[config.mk]
export PLATFORM = sky130hd
export DESIGN_NAME = alu_addsub_sequencer
export DESIGN_NICKNAME = d
export VERILOG_FILES = /design/src/rtl/alu_addsub_sequencer.sv
export SDC_FILE = /design/constraint.sdc
export NUM_CORES = 1
export LEC_CHECK = 0
export ABC_AREA = 0
export BUFFER_PORTS_ARGS = -buffer_cell sky130_fd_sc_hd__buf_2
export CORE_MARGIN = 4
export CORE_UTILIZATION = 52
export CTS_BUF_LIST = sky130_fd_sc_hd__clkbuf_4 sky130_fd_sc_hd__clkbuf_8
export DETAILED_ROUTE_END_ITERATION = 8
export GPL_TIMING_DRIVEN = 0
export PLACE_DENSITY = 0.78
export SYNTH_ARGS = -nofsm -noshare
export SYNTH_HDL_FRONTEND = slang
export SYNTH_SLANG_ARGS = --single-unit
[constraint.sdc]
create_clock -name clk -period 1.8 [get_ports clk]
set_clock_uncertainty 0.15 [all_clocks]
set_input_delay 0 -clock clk [delete_from_list [all_inputs] [get_ports clk]]
set_output_delay 0 -clock clk [all_outputs]
set_load 0.01 [all_outputs]
[src/rtl/alu_addsub_sequencer.sv]
// Multi-nibble add/subtract sequencer driving an external 4-bit ripple adder, one nibble per cycle.
// Optional build macro ALU_SAT_EN: saturate the result on signed overflow instead of wrapping.
module alu_addsub_sequencer #(
  parameter int NUM_NIBBLES = 2,
  localparam int W = 4 * NUM_NIBBLES,
  localparam int IDX_W = (NUM_NIBBLES > 1) ? $clog2(NUM_NIBBLES) : 1
) (
  input  logic         clk,
  input  logic         rst_n,
  input  logic         in_valid,
  output logic         in_ready,
  input  logic [W-1:0] op_a,
  input  logic [W-1:0] op_b,
  input  logic         op_sub,
  output logic [3:0]   add_a,
  output logic [3:0]   add_b,
  output logic         add_cin,
  input  logic [3:0]   add_s,
  input  logic         add_cout,
  output logic         res_valid,
  input  logic         res_ready,
  output logic [W-1:0] result,
  output logic         carry,
  output logic         overflow,
  output logic         zero,
  output logic         negative
);

  typedef enum logic [1:0] {IDLE, RUN, DONE} state_t;

  state_t             state_q, state_d;
  logic [IDX_W-1:0]   idx_q, idx_d;
  logic [W-1:0]       a_q, a_d;
  logic [W-1:0]       b_q, b_d;
  logic               c_q, c_d;
  logic [W-1:0]       acc_q, acc_d;
  logic [W-1:0]       result_q, result_d;
  logic               carry_q, carry_d;
  logic               overflow_q, overflow_d;
  logic               zero_q, zero_d;
  logic               negative_q, negative_d;

  logic [3:0]         nib_a, nib_b;
  logic [W-1:0]       acc_next, final_res;
  logic               last_nib, ovf;

  always_ff @(posedge clk or negedge rst_n) begin
    if (!rst_n) begin
      state_q    <= IDLE;
      idx_q      <= '0;
      a_q        <= '0;
      b_q        <= '0;
      c_q        <= 1'b0;
      acc_q      <= '0;
      result_q   <= '0;
      carry_q    <= 1'b0;
      overflow_q <= 1'b0;
      zero_q     <= 1'b0;
      negative_q <= 1'b0;
    end else begin
      state_q    <= state_d;
      idx_q      <= idx_d;
      a_q        <= a_d;
      b_q        <= b_d;
      c_q        <= c_d;
      acc_q      <= acc_d;
      result_q   <= result_d;
      carry_q    <= carry_d;
      overflow_q <= overflow_d;
      zero_q     <= zero_d;
      negative_q <= negative_d;
    end
  end

  // Partial sums collect in acc; the visible result only changes on the final nibble.
  always_comb begin
    nib_a    = 4'h0;
    nib_b    = 4'h0;
    acc_next = acc_q;
    for (int i = 0; i < NUM_NIBBLES; i++) begin
      if (idx_q == IDX_W'(i)) begin
        nib_a             = a_q[4*i +: 4];
        nib_b             = b_q[4*i +: 4];
        acc_next[4*i +: 4] = add_s;
      end
    end
    last_nib  = (idx_q == IDX_W'(NUM_NIBBLES - 1));
    ovf       = (a_q[W-1] == b_q[W-1]) && (add_s[3] != a_q[W-1]);
    final_res = acc_next;
`ifdef ALU_SAT_EN
    if (ovf) begin
      final_res = a_q[W-1] ? {1'b1, {(W-1){1'b0}}} : {1'b0, {(W-1){1'b1}}};
    end
`endif
  end

  always_comb begin
    state_d    = state_q;
    idx_d      = idx_q;
    a_d        = a_q;
    b_d        = b_q;
    c_d        = c_q;
    acc_d      = acc_q;
    result_d   = result_q;
    carry_d    = carry_q;
    overflow_d = overflow_q;
    zero_d     = zero_q;
    negative_d = negative_q;
    in_ready   = 1'b0;
    res_valid  = 1'b0;
    add_a      = 4'h0;
    add_b      = 4'h0;
    add_cin    = 1'b0;

    case (state_q)
      IDLE: begin
        in_ready = 1'b1;
        if (in_valid) begin
          a_d     = op_a;
          b_d     = op_sub ? ~op_b : op_b;
          c_d     = op_sub;
          idx_d   = '0;
          state_d = RUN;
        end
      end
      RUN: begin
        add_a   = nib_a;
        add_b   = nib_b;
        add_cin = c_q;
        c_d     = add_cout;
        acc_d   = acc_next;
        if (last_nib) begin
          result_d   = final_res;
          carry_d    = add_cout;
          overflow_d = ovf;
          zero_d     = (final_res == '0);
          negative_d = final_res[W-1];
          state_d    = DONE;
        end else begin
          idx_d = idx_q + 1'b1;
        end
      end
      DONE: begin
        res_valid = 1'b1;
        if (res_ready) begin
          state_d = IDLE;
        end
      end
      default: state_d = IDLE;
    endcase
  end

  assign result   = result_q;
  assign carry    = carry_q;
  assign overflow = overflow_q;
  assign zero     = zero_q;
  assign negative = negative_q;

endmodule

# Yosys cells after proc, flatten, opt, wreduce, memory -nomap -nowiden

Cells that the tools add are included.
Widths: inputs -> output; s select.

Flip-flop bits (word level): 40
Latch bits: 0
Bits in writable memories: 0
ROM bits: 0
Bits of input ports: 26
Output and inout port bits: 23
Logic and storage cells: 47
Memories kept: 0

Add/subtract/negate cells: 1
$mul: 0
Div/mod/pow operators: 0
Order comparisons: 0
Equality and inequality tests: 7
Shifts and indexed selects: 0
Multiplexer cells: 19
Bitwise logic cells: 1
Reductions and logical operators: 8

Operators by type and width:

| cell                | number |
|---|---|
| $mux 4              | 6 |
| $logic_not 8->1     | 1 |
| $mux 8              | 1 |
| $not 8->8           | 1 |
| $mux 1              | 6 |
| $mux 2              | 3 |
| $ne 2x2->1 const B  | 3 |
| $pmux 2 s3          | 1 |
| $reduce_and 2->1    | 3 |
| $pmux 1 s2          | 2 |
| $reduce_and 3->1    | 1 |
| $eq 2x1->1 const B  | 1 |
| $eq 2x2->1 const B  | 1 |
| $logic_not 2->1     | 1 |
| $reduce_bool 2->1   | 1 |
| $add 1x1->1 const B | 1 |
| $eq 1x1->1          | 1 |
| $logic_and 1x1->1   | 1 |
| $ne 1x1->1          | 1 |

# Depth between registers and ports, before layout

Gate-level depths: netlist of run 1.

Depth after elaboration: 3
Gate-level depth with buffers: 5
Depth with buffers taken out: 3

# Least setup slack after synthesis of run 1

No wires, ideal clock.

Kind: reg-to-reg
Start point: register state_q[0]
End point: register a_q[0]
Arrival: 1.281 ns
Data required time: 1.525 ns
Setup slack: 0.244 ns
Cell stages (with the launch flop): 5
Buffers on the path: 2
Period minus slack after synthesis: 1.556 ns
Cells stage by stage: dfrtp_1 buf_6 nor3b_4 buf_6 mux2_4

Word-level cells in the longest chain between the ends: 2

RTL lines:

| element                    | RTL line | RTL |
|---|---|---|
| from (decl)                | 31       | `state_t state_q, state_d;` |
| from (signal assigned)     | 61       | `state_q <= state_d;` |
| $logic_not 2->1            | 115      | `case (state_q)` |
| $reduce_and 2->1 (no line) | -        |  |
| to (signal assigned)       | 51       | `a_q <= '0;` |
| to (signal assigned)       | 63       | `a_q <= a_d;` |
| to (decl)                  | 33       | `logic [W-1:0] a_q, a_d;` |

No other way between the ends.
A chain may end at the register's enable or synchronous reset.

# Worst setup path in the final report of run 1

Start point: register state_q[1]
End point: register a_q[0]

The elaborated chain is that of the path after synthesis.

==> flow_summary.toml, run 1 <==
[floorplan]
dieArea_um2 = 4070
start_util = 0.5629
rows = 19
die_w_um = 63.80
die-height_um = 63.80
num_io_pins = 49
core_um2 = 2877

[flow_run]
cap_violations = 0

[setup_path]
worstSetupEndpointType = "flop"
crit_fanout = 10
critPathKind = "reg -> reg"
cp_slowest_cell = "dfrtp_1"
required_ns = 1.88
critPathMaxStageDelay_ns = 0.50
crit_path_cell_trace = "nor3b_4 > buf_6 > mux2_4"
crit_path_start_kind = "flop"
cp_top_family = "flip-flops"
cp_num_buf_inv = 1
arrival_ns = 1.83

[clock_tree]
htreeDepth = 2
clkLatencyLatePin_ns = 0.35
cts_root_buffer = "clkbuf_4"
cts_made_buffers = 5
cts_tree = "done"
cts_sinks = 35
path_clk_slew_ns = 0.11
cts_max_path_buffers = 2

[placement]
gp_congestion = 0.7388
numPortBuffers = 47
dp.cells = 213
dp_hpwl_mm = 2.417
place_area_um2 = 1907

[timing]
finalHoldViolCount = 0
fin_crit_sh = 0.9714
setup_viol = 0
final_max_slew_viol_count = 0
fin_crit_ns = 1.748
whs_ns = 0.1055
fmax_mhz = 571.9
max-slew-margin-rel = 0.4831
worstMarginPinSlew_ns = 0.7754
fin_tns_setup_ns = 0

[cells_and_area]
stdcell_area_um2 = 2322
drive_gt1_frac = 0.4698
nets = 240
instances_no_fill = 257
areaGrowthSynthToFinish_pct = 43.43
num_antenna_cells = 0
nFillCells = 175

[drt]
wl_mm = 3.995
drtIter0Drc = 34
routed-wl-met3_um = 220
antenna_left = 0
drc = 0
via_per_inst = 5.070
met1Wirelength_mm = 1.548
highest_layer = "met4"
post_drt_wl_per_cell_um = 15.54
first_pass_iters = 4
met2_length_mm = 2.137
vias = 1303

[yosys]
avgSynthCellArea_um2 = 13.06
synthArstFlopShare = 1.000
synth_top_cell_by_area = "dfrtp_1"
ys_seq_elements = 35
yosysWarnings = 0
synth_top_area_share = 0.5410
synth_cell_types = 26
synthTopCellsByCount = "dfrtp_1, mux2_2, nor2_1"
synth_edf_count = 0
ys.flop_type = "dfrtp_1"
synth_cells = 124
synth_most_common_cell = "dfrtp_1"
seq_area_frac_synth = 0.5410
synth_area_leaders = "dfrtp_1, mux2_2, xnor2_1"
syn_nets = 150
syn_area_um2 = 1619

[status]
status = "finished clean"

[global_routing]
grt_pass1_vias = 1387
grt_usage = 0.2131
grt_start_max_net_pins = 36
grt_pass1_wl_mm = 6.548
antenna_found_initial = 0
overflow = 0

[min_path]
hold_class = "in -> async"

[pwr]
power.density_nw_per_um2 = 1599
peakVddDrop_uv = 910.5
p_leak_nw = 1.114
[where the power goes]
part / switching (W) / internal, W
Sequential: 0.000294 / 0.00118
Clock: 0.000261 / 0.000182
Combinational: 0.000779 / 0.00102
[per-layer routing]
metal | GRT usage | vias up
met5 | 0 | -
met4 | 0.09434 | 0
met3 | 0.07005 | 9
met2 | 0.3703 | 44
met1 | 0.2373 | 640
li1 | - | 610
[cell families after synthesis]
logic type | share of synthesized area
buffers and inverters | 0.05023
and+or+nand+nor | 0.1105
xor gates and xnor gates | 0.04328
muxes | 0.1553
AOI/OAI and AO/OA | 0.09969
DFF | 0.5410
[worst paths after layout]
path	depth (start not counted)	slack (ns)	to	from
max in group asynchronous	2	0.90	b_q[2]	rst_n
max reg2reg	3	0.05	a_q[0]	state_q[1]
min	2	0.11	b_q[5]	rst_n
min reg2reg	2	0.35	overflow	overflow
max	3	0.05	a_q[0]	state_q[1]
min in group clk	4	0.12	c_q	op_sub
[layout by cell type, fill, tap and decap left out]
master         Yosys  final
buf_2              2     48
dfrtp_1           35     35
dlygate4sd3_1      0     32
mux2_2            17     17
nor2_1            11     11
a21oi_1           10     10
xnor2_1            8      8
clkbuf_4           0      7
a22o_2             6      6
buf_4              1      6
o21ai_0            5      5
buf_6              4      4
mux2_4             4      4
nor2b_4            1      3
nand2_1            3      3
a22o_1             2      2
and3b_1            2      2
nor4_1             2      2
and2_4             0      1
or2b_1             1      1
inv_1              1      1
and2_2             2      1
nand2b_1           1      1
a21o_2             1      1
nor3b_4            1      1
nand3b_4           1      1
or2_1              1      1
clkinv_2           0      1
[stage by stage]
stage / utilization / setup WS, ns / power (W)
floorplan: - / 0.2438 / 0.002566
global placement: 0.6629 / 0.1020 / 0.003002
detailed placement: 0.6629 / 0.06362 / 0.003099
CTS: 0.7995 / 0.02417 / 0.003650
global route: 0.8073 / -0.001850 / 0.003941
finish: 0.8073 / 0.05150 / 0.003713
[cell type report]
type / count / area, um^2 / area share
Clock buffer: 7 / 52.55 / 0.02263
Sequential cell: 35 / 875.8 / 0.3772
Tap cell: 42 / 52.55 / 0.02263
Timing Repair Buffer: 84 / 593.1 / 0.2554
Buffer: 6 / 57.56 / 0.02478
Multi-Input combinational cell: 81 / 681.9 / 0.2936
Clock inverter: 1 / 5.005 / 0.002155
Inverter: 1 / 3.754 / 0.001616
[sequential cells by signal (all words and copies together) (netlist names)]
register / cells
state_q: 2
a_q: 8
acc_q: 4
overflow: 1
carry: 1
idx_q: 1
b_q: 8
c_q: 1
result: 8
zero: 1
[repair_timing]
| item | 4_1_cts | 5_1_grt |
|---|---|---|
| cloned | 1 | 0 |
| endpoints found under the hold margin | 65 | 0 |
| pin swaps | 0 | 1 |
| setup buffers | 2 | 3 |
| setup endpoints to repair | 8 | 9 |
| hold buffers | 32 | 0 |
| resized for setup | 3 | 0 |
Power figures use the tool's default switching activity.
==> inputs of run 2 (changes only) <==
--- a/config.mk
+++ b/config.mk
@@ -7,11 +7,12 @@
 export LEC_CHECK = 0
 export ABC_AREA = 0
 export BUFFER_PORTS_ARGS = -buffer_cell sky130_fd_sc_hd__buf_2
-export CORE_MARGIN = 4
+export CORE_MARGIN = 2
 export CORE_UTILIZATION = 52
 export CTS_BUF_LIST = sky130_fd_sc_hd__clkbuf_4 sky130_fd_sc_hd__clkbuf_8
 export DETAILED_ROUTE_END_ITERATION = 8
 export GPL_TIMING_DRIVEN = 0
+export MAX_ROUTING_LAYER = met4
 export PLACE_DENSITY = 0.78
 export SYNTH_ARGS = -nofsm -noshare
 export SYNTH_HDL_FRONTEND = slang
==> run 2 against run 1 <==
  * Sequential share of layout area is 0.29 points lower
  * Sequential power is essentially flat
  * Flip-flop and latch count unchanged
  * Via count decreased by 0.23%
  * Global-route usage rose by 4.2 points
  * Final cell count decreased by 4.3%
  * Clock power increased by 13%
  * Count of clock-buffer cells in the layout is the same
  * Fmax shrank 1.4%
  * Critical path type is now reg -> out
  * Largest cell class unchanged
==> flow_summary.toml, run 2 (synthesis results as in run 1) <==
[status]
status = "finished clean"

[global_routing]
grt_usage = 0.2552
antenna_found_initial = 0
grt_pass1_wl_mm = 6.313
use_met1 = 0.2672
grt_busiest_layer = "met2"
grt_start_max_net_pins = 36
overflow = 0
use_met2 = 0.4348
grtUsageMet3 = 0.05628
grt_pass1_vias = 1441

[clock_tree]
cts_made_buffers = 5
cts_max_path_buffers = 2
cts_tree = "done"
path_clk_slew_ns = 0.11
cts_root_buffer = "clkbuf_4"
htreeDepth = 2
cts_sinks = 35
clkLatencyLatePin_ns = 0.35

[cells_and_area]
stdcell_area_um2 = 2344
mostFrequentLayoutCells = "buf_2, dfrtp_1, dlygate4sd3_1, mux2_2, nor2_1"
regArea_um2 = 877.1
num_antenna_cells = 0
drive_gt1_frac = 0.4695
nets = 238
instances_no_fill = 246
areaGrowthSynthToFinish_pct = 44.75
final_common_cell = "buf_2"
nFillCells = 186
multi_input_area_um2 = 681.9

[floorplan]
dieArea_um2 = 3576
num_io_pins = 49
die-height_um = 59.80
start_util = 0.5392
die_w_um = 59.80
core_um2 = 3003
rows = 20

[setup_path]
reg2reg_from = "state_q[1]"
crit_fanout = 7
crit_path_start_kind = "flop"
critPathKind = "reg -> out"
regToRegEndpoint = "a_q[0]"
rrSetupSlack_ns = 0.07
arrival_ns = 1.62
required_ns = 1.65
reg2reg_depth = 3
worstSetupEndpointType = "output pin"
crit_path_end = "add_b[3]"
crit_start = "state_q[0]"

[flow_run]
cap_violations = 0

[timing]
finalHoldViolCount = 0
setup_viol = 0
worstMarginPinSlew_ns = 0.7685
rsz0062_at_grt = "yes"
fmax_mhz = 564.1
final_max_slew_viol_count = 0
fin_crit_ns = 1.773
worst_slack_ns = 0.02738
max-slew-margin-rel = 0.4877
fin_crit_sh = 0.9848

[placement]
gp_congestion = 0.7456
pre_cts_ws_ns = 0.08262
place_area_um2 = 1896
dp.cells = 204
dp_hpwl_mm = 2.166
numPortBuffers = 47

[drt]
antenna_left = 0
vias = 1300
via_per_inst = 5.285
drc = 0
drtIter0Drc = 39
first_pass_iters = 4
post_drt_wl_per_cell_um = 15.53
wl_mm = 3.820

[min_path]
hold_class = "in -> async"

[pwr]
power_w = 0.003804
power.density_nw_per_um2 = 1623
p_leak_nw = 1.109
peakVddDrop_uv = 914.6
==> run 2: cell types whose count changed in the layout (fill, tap and decap cells not counted), sizes merged <==
cell      delta
buf          -2
clkinv       -1
clkinvlp     +1
==> run 2: worst max-delay path, stage by stage, from the launching register on <==
cell and delay (ns):
dfrtp_1 0.36, buf_6 0.14, nor2b_4 0.19, nor2b_4 0.26, a22o_1 0.18, buf_2 0.14
==> run 2: how the worst min path moves through the flow <==
stage | end | slack (ns) | cells after the start
after floorplan | a_q[0] | -0.45 | 0
after global placement | result[3] | -0.04 | 1
after detailed placement | result[3] | -0.03 | 1
after CTS | c_q | 0.11 | 4
after global routing | result[3] | 0.17 | 2
final | result[3] | 0.1 | 2
==> run 2: repair_timing <==
action,4_1_cts,5_1_grt
pin swaps,0,2
endpoints found under the hold margin,65,0
buffers inserted,2,1
cloned,1,0
hold buffers,32,0
endpoints found under the setup margin,8,14
gates resized for setup,1,8
==> run 2: layout make-up <==
type	count	area share
tap	33	0.01762
timing repair buffer	82	0.2600
sequential	35	0.3743
inverter	1	0.001602
clock inverter	1	0.003203
clock buffer	7	0.02776
multi-input combinational	81	0.2910
buffer	6	0.02456
==> run 2: routing by layer <==
layer  up-vias  routed length [um]  part of all wire
met5         -                   0                 0
li1        608                   -                 -
met3        11                 153             0.040
met4         0                  92             0.024
met2        49                2043              0.53
met1       632                1530              0.40
==> run 2: through the flow <==
step | setup TNS [ns] | utilization | hold WS, ns
2_1_floorplan | 0 | - | -0.4456
3_3_place_gp | 0 | 0.6313 | -0.04418
3_5_place_dp | 0 | 0.6313 | -0.02702
4_1_cts | -0.01157 | 0.7650 | 0.1136
5_1_grt | -0.03741 | 0.7804 | 0.1720
6_report | 0 | 0.7804 | 0.09588
==> run 2: report_power, final <==
group / internal (W) / total, W / switching (W)
combinational: 0.00107 / 0.00184 / 0.000777
clock: 0.000228 / 0.000502 / 0.000273
sequential: 0.00118 / 0.00146 / 0.000280
total: 0.00247 / 0.00380 / 0.00133
